**config.mk**
```make
export PLATFORM = sky130hd
export DESIGN_NAME = mem_access_sequencer
export DESIGN_NICKNAME = d
export VERILOG_FILES = /design/src/rtl/mem_access_sequencer.sv
export SDC_FILE = /design/constraint.sdc
export NUM_CORES = 1
export LEC_CHECK = 0
export CAP_MARGIN = 20
export CORE_ASPECT_RATIO = 1.5
export CORE_MARGIN = 1
export CORE_UTILIZATION = 37
export CTS_CLUSTER_DIAMETER = 120
export CTS_CLUSTER_SIZE = 25
export DETAILED_ROUTE_END_ITERATION = 12
export GPL_TIMING_DRIVEN = 0
export PLACE_DENSITY = 0.76
export SLEW_MARGIN = 40
export SYNTH_ARGS = -nofsm -noshare
export SYNTH_HDL_FRONTEND = slang
export SYNTH_SLANG_ARGS = --single-unit
```
**constraint.sdc**
```tcl
create_clock -name clk -period 1.7 [get_ports clk]
set_input_delay 0.255 -clock clk [delete_from_list [all_inputs] [get_ports clk]]
set_output_delay 0.255 -clock clk [all_outputs]
set_load 0.02 [all_outputs]
```
**src/rtl/mem_access_sequencer.sv**
```systemverilog
// MEM-stage data-memory sequencer: runs the one- or two-phase (LDI/STI pointer)
// data-memory handshake and stalls the pipeline until the access completes.
module mem_access_sequencer (
    input  logic        clk,
    input  logic        rst_n,
    input  logic        valid,
    input  logic [3:0]  opcode,
    input  logic        mem_read,
    input  logic        mem_write,
    input  logic        indirect_enable,
    input  logic [1:0]  mem_byte_enable,
    input  logic [15:0] address,
    input  logic [15:0] wdata,
    input  logic        dmem_resp,
    input  logic [15:0] dmem_rdata,
    output logic        dmem_read,
    output logic        dmem_write,
    output logic [15:0] dmem_address,
    output logic [1:0]  dmem_byte_enable,
    output logic [15:0] dmem_wdata,
    output logic [15:0] rdata,
    output logic        rdata_valid,
    output logic        stall
);

    localparam logic [3:0] OP_STI = 4'b1011;

    typedef enum logic [1:0] {
        ST_IDLE = 2'd0,
        ST_IND  = 2'd1,
        ST_ACC  = 2'd2,
        ST_DONE = 2'd3
    } state_t;

    state_t      state_reg, state_next;
    logic        read_reg, read_next;
    logic        write_reg, write_next;
    logic [15:0] address_reg, address_next;
    logic [1:0]  be_reg, be_next;
    logic [15:0] wdata_reg, wdata_next;
    logic [15:0] rdata_reg, rdata_next;
    logic        sti_reg, sti_next;
    logic        done_read_reg, done_read_next;
    logic        start;

    assign start = valid & (mem_read | mem_write);

    // State and datapath registers; the request outputs are driven straight from these.
    always_ff @(posedge clk or negedge rst_n) begin
        if (!rst_n) begin
            state_reg     <= ST_IDLE;
            read_reg      <= 1'b0;
            write_reg     <= 1'b0;
            address_reg   <= 16'h0000;
            be_reg        <= 2'b00;
            wdata_reg     <= 16'h0000;
            rdata_reg     <= 16'h0000;
            sti_reg       <= 1'b0;
            done_read_reg <= 1'b0;
        end else begin
            state_reg     <= state_next;
            read_reg      <= read_next;
            write_reg     <= write_next;
            address_reg   <= address_next;
            be_reg        <= be_next;
            wdata_reg     <= wdata_next;
            rdata_reg     <= rdata_next;
            sti_reg       <= sti_next;
            done_read_reg <= done_read_next;
        end
    end

    always_comb begin
        state_next = state_reg;
        case (state_reg)
            ST_IDLE: begin
                if (start) begin
                    state_next = indirect_enable ? ST_IND : ST_ACC;
                end
            end
            ST_IND: begin
                if (dmem_resp) begin
                    state_next = ST_ACC;
                end
            end
            ST_ACC: begin
                if (dmem_resp) begin
                    state_next = ST_DONE;
                end
            end
            default: state_next = ST_IDLE;
        endcase
    end

    always_comb begin
        read_next      = read_reg;
        write_next     = write_reg;
        address_next   = address_reg;
        be_next        = be_reg;
        wdata_next     = wdata_reg;
        rdata_next     = rdata_reg;
        sti_next       = sti_reg;
        done_read_next = done_read_reg;
        case (state_reg)
            ST_IDLE: begin
                if (start) begin
                    address_next = address;
                    wdata_next   = wdata;
                    sti_next     = (opcode == OP_STI);
                    if (indirect_enable) begin
                        // Pointer fetch is always a full-word read.
                        read_next  = 1'b1;
                        write_next = 1'b0;
                        be_next    = 2'b11;
                    end else begin
                        read_next  = mem_read & ~mem_write;
                        write_next = mem_write;
                        be_next    = mem_byte_enable;
                    end
                end
            end
            ST_IND: begin
                if (dmem_resp) begin
                    address_next = dmem_rdata;
                    be_next      = 2'b11;
                    read_next    = ~sti_reg;
                    write_next   = sti_reg;
                end
            end
            ST_ACC: begin
                if (dmem_resp) begin
                    read_next      = 1'b0;
                    write_next     = 1'b0;
                    done_read_next = read_reg;
                    if (read_reg) begin
                        rdata_next = dmem_rdata;
                    end
                end
            end
            default: begin
                read_next  = 1'b0;
                write_next = 1'b0;
            end
        endcase
    end

    // Stall only while an access is pending; DONE lets the instruction retire.
    always_comb begin
        stall       = 1'b0;
        rdata_valid = 1'b0;
        case (state_reg)
            ST_IDLE: stall = rst_n & start;
            ST_IND:  stall = rst_n;
            ST_ACC:  stall = rst_n;
            default: rdata_valid = done_read_reg;
        endcase
    end

    assign dmem_read        = read_reg;
    assign dmem_write       = write_reg;
    assign dmem_address     = address_reg;
    assign dmem_byte_enable = be_reg;
    assign dmem_wdata       = wdata_reg;
    assign rdata            = rdata_reg;

endmodule

```
==> out/metrics.cfg <==
[outcome]
status=complete, but fails checks
violations=negative setup slack

[clock_tree]
clockBufferDepth=2
cts_inserted_buffers=5
cts_tree=done
clk_latency_ns=0.31
cts_root_buf=clkbuf_8
clkSinkCount=56
cts.clk_slew.worst_paths_ns=0.11
htree_levels=2

[floorplanning]
top_level_ports=115
die_h_microns=102
die-area_sq_um=7040
fp.coreArea_sq_um=6490
rows=36
start_util=0.382
die_w_microns=68.8

[timing]
slew_viol_final=0
fin_setup_tns_ns=-0.231
finalCriticalPeriod_ns=1.74
relSlewSlack=0.774
timing.fmax_ghz=0.576
fin_skew_ns=0.0118
hold_violations=0
fin_crit_sh=1.02
tightest_slew_ns=0.338
rsz0062_at_grt=yes
setup_viol=12
fin_ws_ns=-0.0360

[placed_design]
gp_congestion=0.763
dp_hpwl_microns=4580
pre_cts_ws_ns=-0.551
portBuffers=114
dp_cells=380

[route]
drc=0
wl_per_cell_microns=15.4
firstDrtPassIters=4
wl_microns=6170
drtAntennaViolNets=0
drtIter0Drc=81
via_per_inst=4.86
vias=1943

[critical_path]
arrival_ns=1.48
cp-start-kind=flop
timing.rr.start=state_reg[0]
crit_type=flop to output pin
worst_r2r_path_depth=7
cp-end-kind=output pin
cp_max_fo=7
r2r_slack_ns=-0.02
cp_data_required_time_ns=1.44
reg2reg_to=dmem_address[7]

[finish]
fin_cells=400
nNetsFinal=388
drive_gt1_frac=0.253
antenna-diode-count=0
area_delta_synth_final_pct=61.7

[synthesis]
syn_area_sq_um=2480
synth_warnings=0
ys_types=29
syn_inst=189
synth_seq_cells=56
syn_avg_cell_area_sq_um=13.1
synth-seq-area-share=0.565
syn_nets=254

[global_route]
grt_max_degree=33
antenna_found_initial=0
grt_usage=0.182
globalRoute.totalOverflow=0
grt_first_pass_wirelength_microns=9430
grt_pass1_vias=1953

[pwr]
p_leak_nw=1.67
power_mw=7.96
p_per_area_nw_per_um2=1990
peakVddDrop_uv=933

[flow_run]
max_cap_violations=0

[hold_path]
min_path_type=input port to async pin

-- placed cells by master, fill, tap and decap left out, types with 3 or more instances in the layout --
| cell | netlist | layout |
|---|---|---|
| a21oi_1 | 7 | 7 |
| a21oi_2 | 12 | 12 |
| buf_2 | 4 | 3 |
| buf_4 | 2 | 10 |
| buf_6 | 3 | 8 |
| clkbuf_8 | 0 | 5 |
| clkdlybuf4s50_1 | 0 | 111 |
| dfrtp_1 | 56 | 56 |
| ha_1 | 4 | 3 |
| mux2_2 | 30 | 30 |
| mux2i_1 | 17 | 17 |
| nand2_1 | 5 | 5 |
| nor2_1 | 22 | 22 |
| o21ai_0 | 3 | 3 |
-- what timing repair did --
action	4_1_cts	5_1_grt
hold buffers	2	0
setup buffers	4	6
gates cloned	0	1
pin swaps	2	1
endpoints found under the hold margin	24	0
endpoints found under the setup margin	29	41
gates resized for setup	15	7
-- report_power, final --
part,internal [mW],switching [mW]
combinational,2.34,2.23
sequential,2.01,0.338
clock,0.593,0.456
total,4.94,3.02
-- cells by family after synthesis --
group                      count (synthesis)  synth area share
DFF                                       56             0.565
muxes                                     49             0.214
and+or+nand+nor                           38            0.0697
AOI/OAI and AO/OA                         30            0.0984
buffers and inverters                     12            0.0323
adders and majority gates                  4            0.0202
-- worst max path at each step --
stage            startpoint             end  slack [ns]  cells past startpoint
2_1_floorplan  state_reg[0]  dmem_wdata[10]        0.14                      6
3_3_place_gp          rst_n           stall       -2.21                      3
3_5_place_dp      mem_write           stall       -0.55                      5
4_1_cts        state_reg[0]           stall       -0.09                      7
5_1_grt        state_reg[1]           stall       -0.12                      6
6_report       state_reg[0]           stall       -0.04                      6
-- cells in the mapped netlist, drive strengths merged --
| cell type | count | area share |
|---|---|---|
| nor3 | 2 | 0.0040 |
| nor2 | 22 | 0.033 |
| nand3 | 2 | 0.0061 |
| o21ai | 4 | 0.0096 |
| dfrtp | 56 | 0.57 |
| inv | 3 | 0.0045 |
| mux2 | 32 | 0.15 |
| ha | 4 | 0.020 |
| buf | 9 | 0.028 |
| a21oi | 20 | 0.063 |
| and2 | 1 | 0.0025 |
| nand2 | 5 | 0.0076 |
| and3 | 1 | 0.0025 |
| nand4b | 1 | 0.0035 |
| a31oi | 2 | 0.0050 |
| o211ai | 2 | 0.012 |
| nor2b | 2 | 0.0050 |
| a22oi | 1 | 0.0030 |
| a2bb2oi | 1 | 0.0061 |
| mux2i | 17 | 0.069 |
| nand2b | 2 | 0.0050 |
-- metal layers --
layer / vias up / wire, microns / track usage
met2: 55 / 3480 / 0.338
li1: 924 / - / -
met1: 958 / 2380 / 0.209
met4: 0 / 71 / 0.0565
met5: - / 0 / 0
met3: 6 / 233 / 0.0268
-- per-stage QoR --
step	hold WS [ns]	util	cell area (sq um)
2_1_floorplan	-0.0406	-	2480
3_3_place_gp	0.459	0.573	3710
3_5_place_dp	0.192	0.575	3730
4_1_cts	0.442	0.611	3960
5_1_grt	0.463	0.618	4010
6_report	0.472	0.618	4010
-- area by class of cell --
type | count | area [sq um]
fillers | 548 | 2480
repair buffers | 128 | 1270
flip-flops and latches | 56 | 1400
inverters | 3 | 11.3
clock inverters | 3 | 68.8
plain buffers | 8 | 71.3
clock buffers | 5 | 68.8
well taps | 76 | 95.1
multi-input cells | 121 | 1020
-- worst max-delay path: stages, from the launching register on --
cell and delay [ns]:
dfrtp_1 0.42, inv_2 0.10, ha_4 0.21, o211ai_4 0.09, nand2b_1 0.07, and3_1 0.16, buf_6 0.12
(Power assumes the default switching activity.)
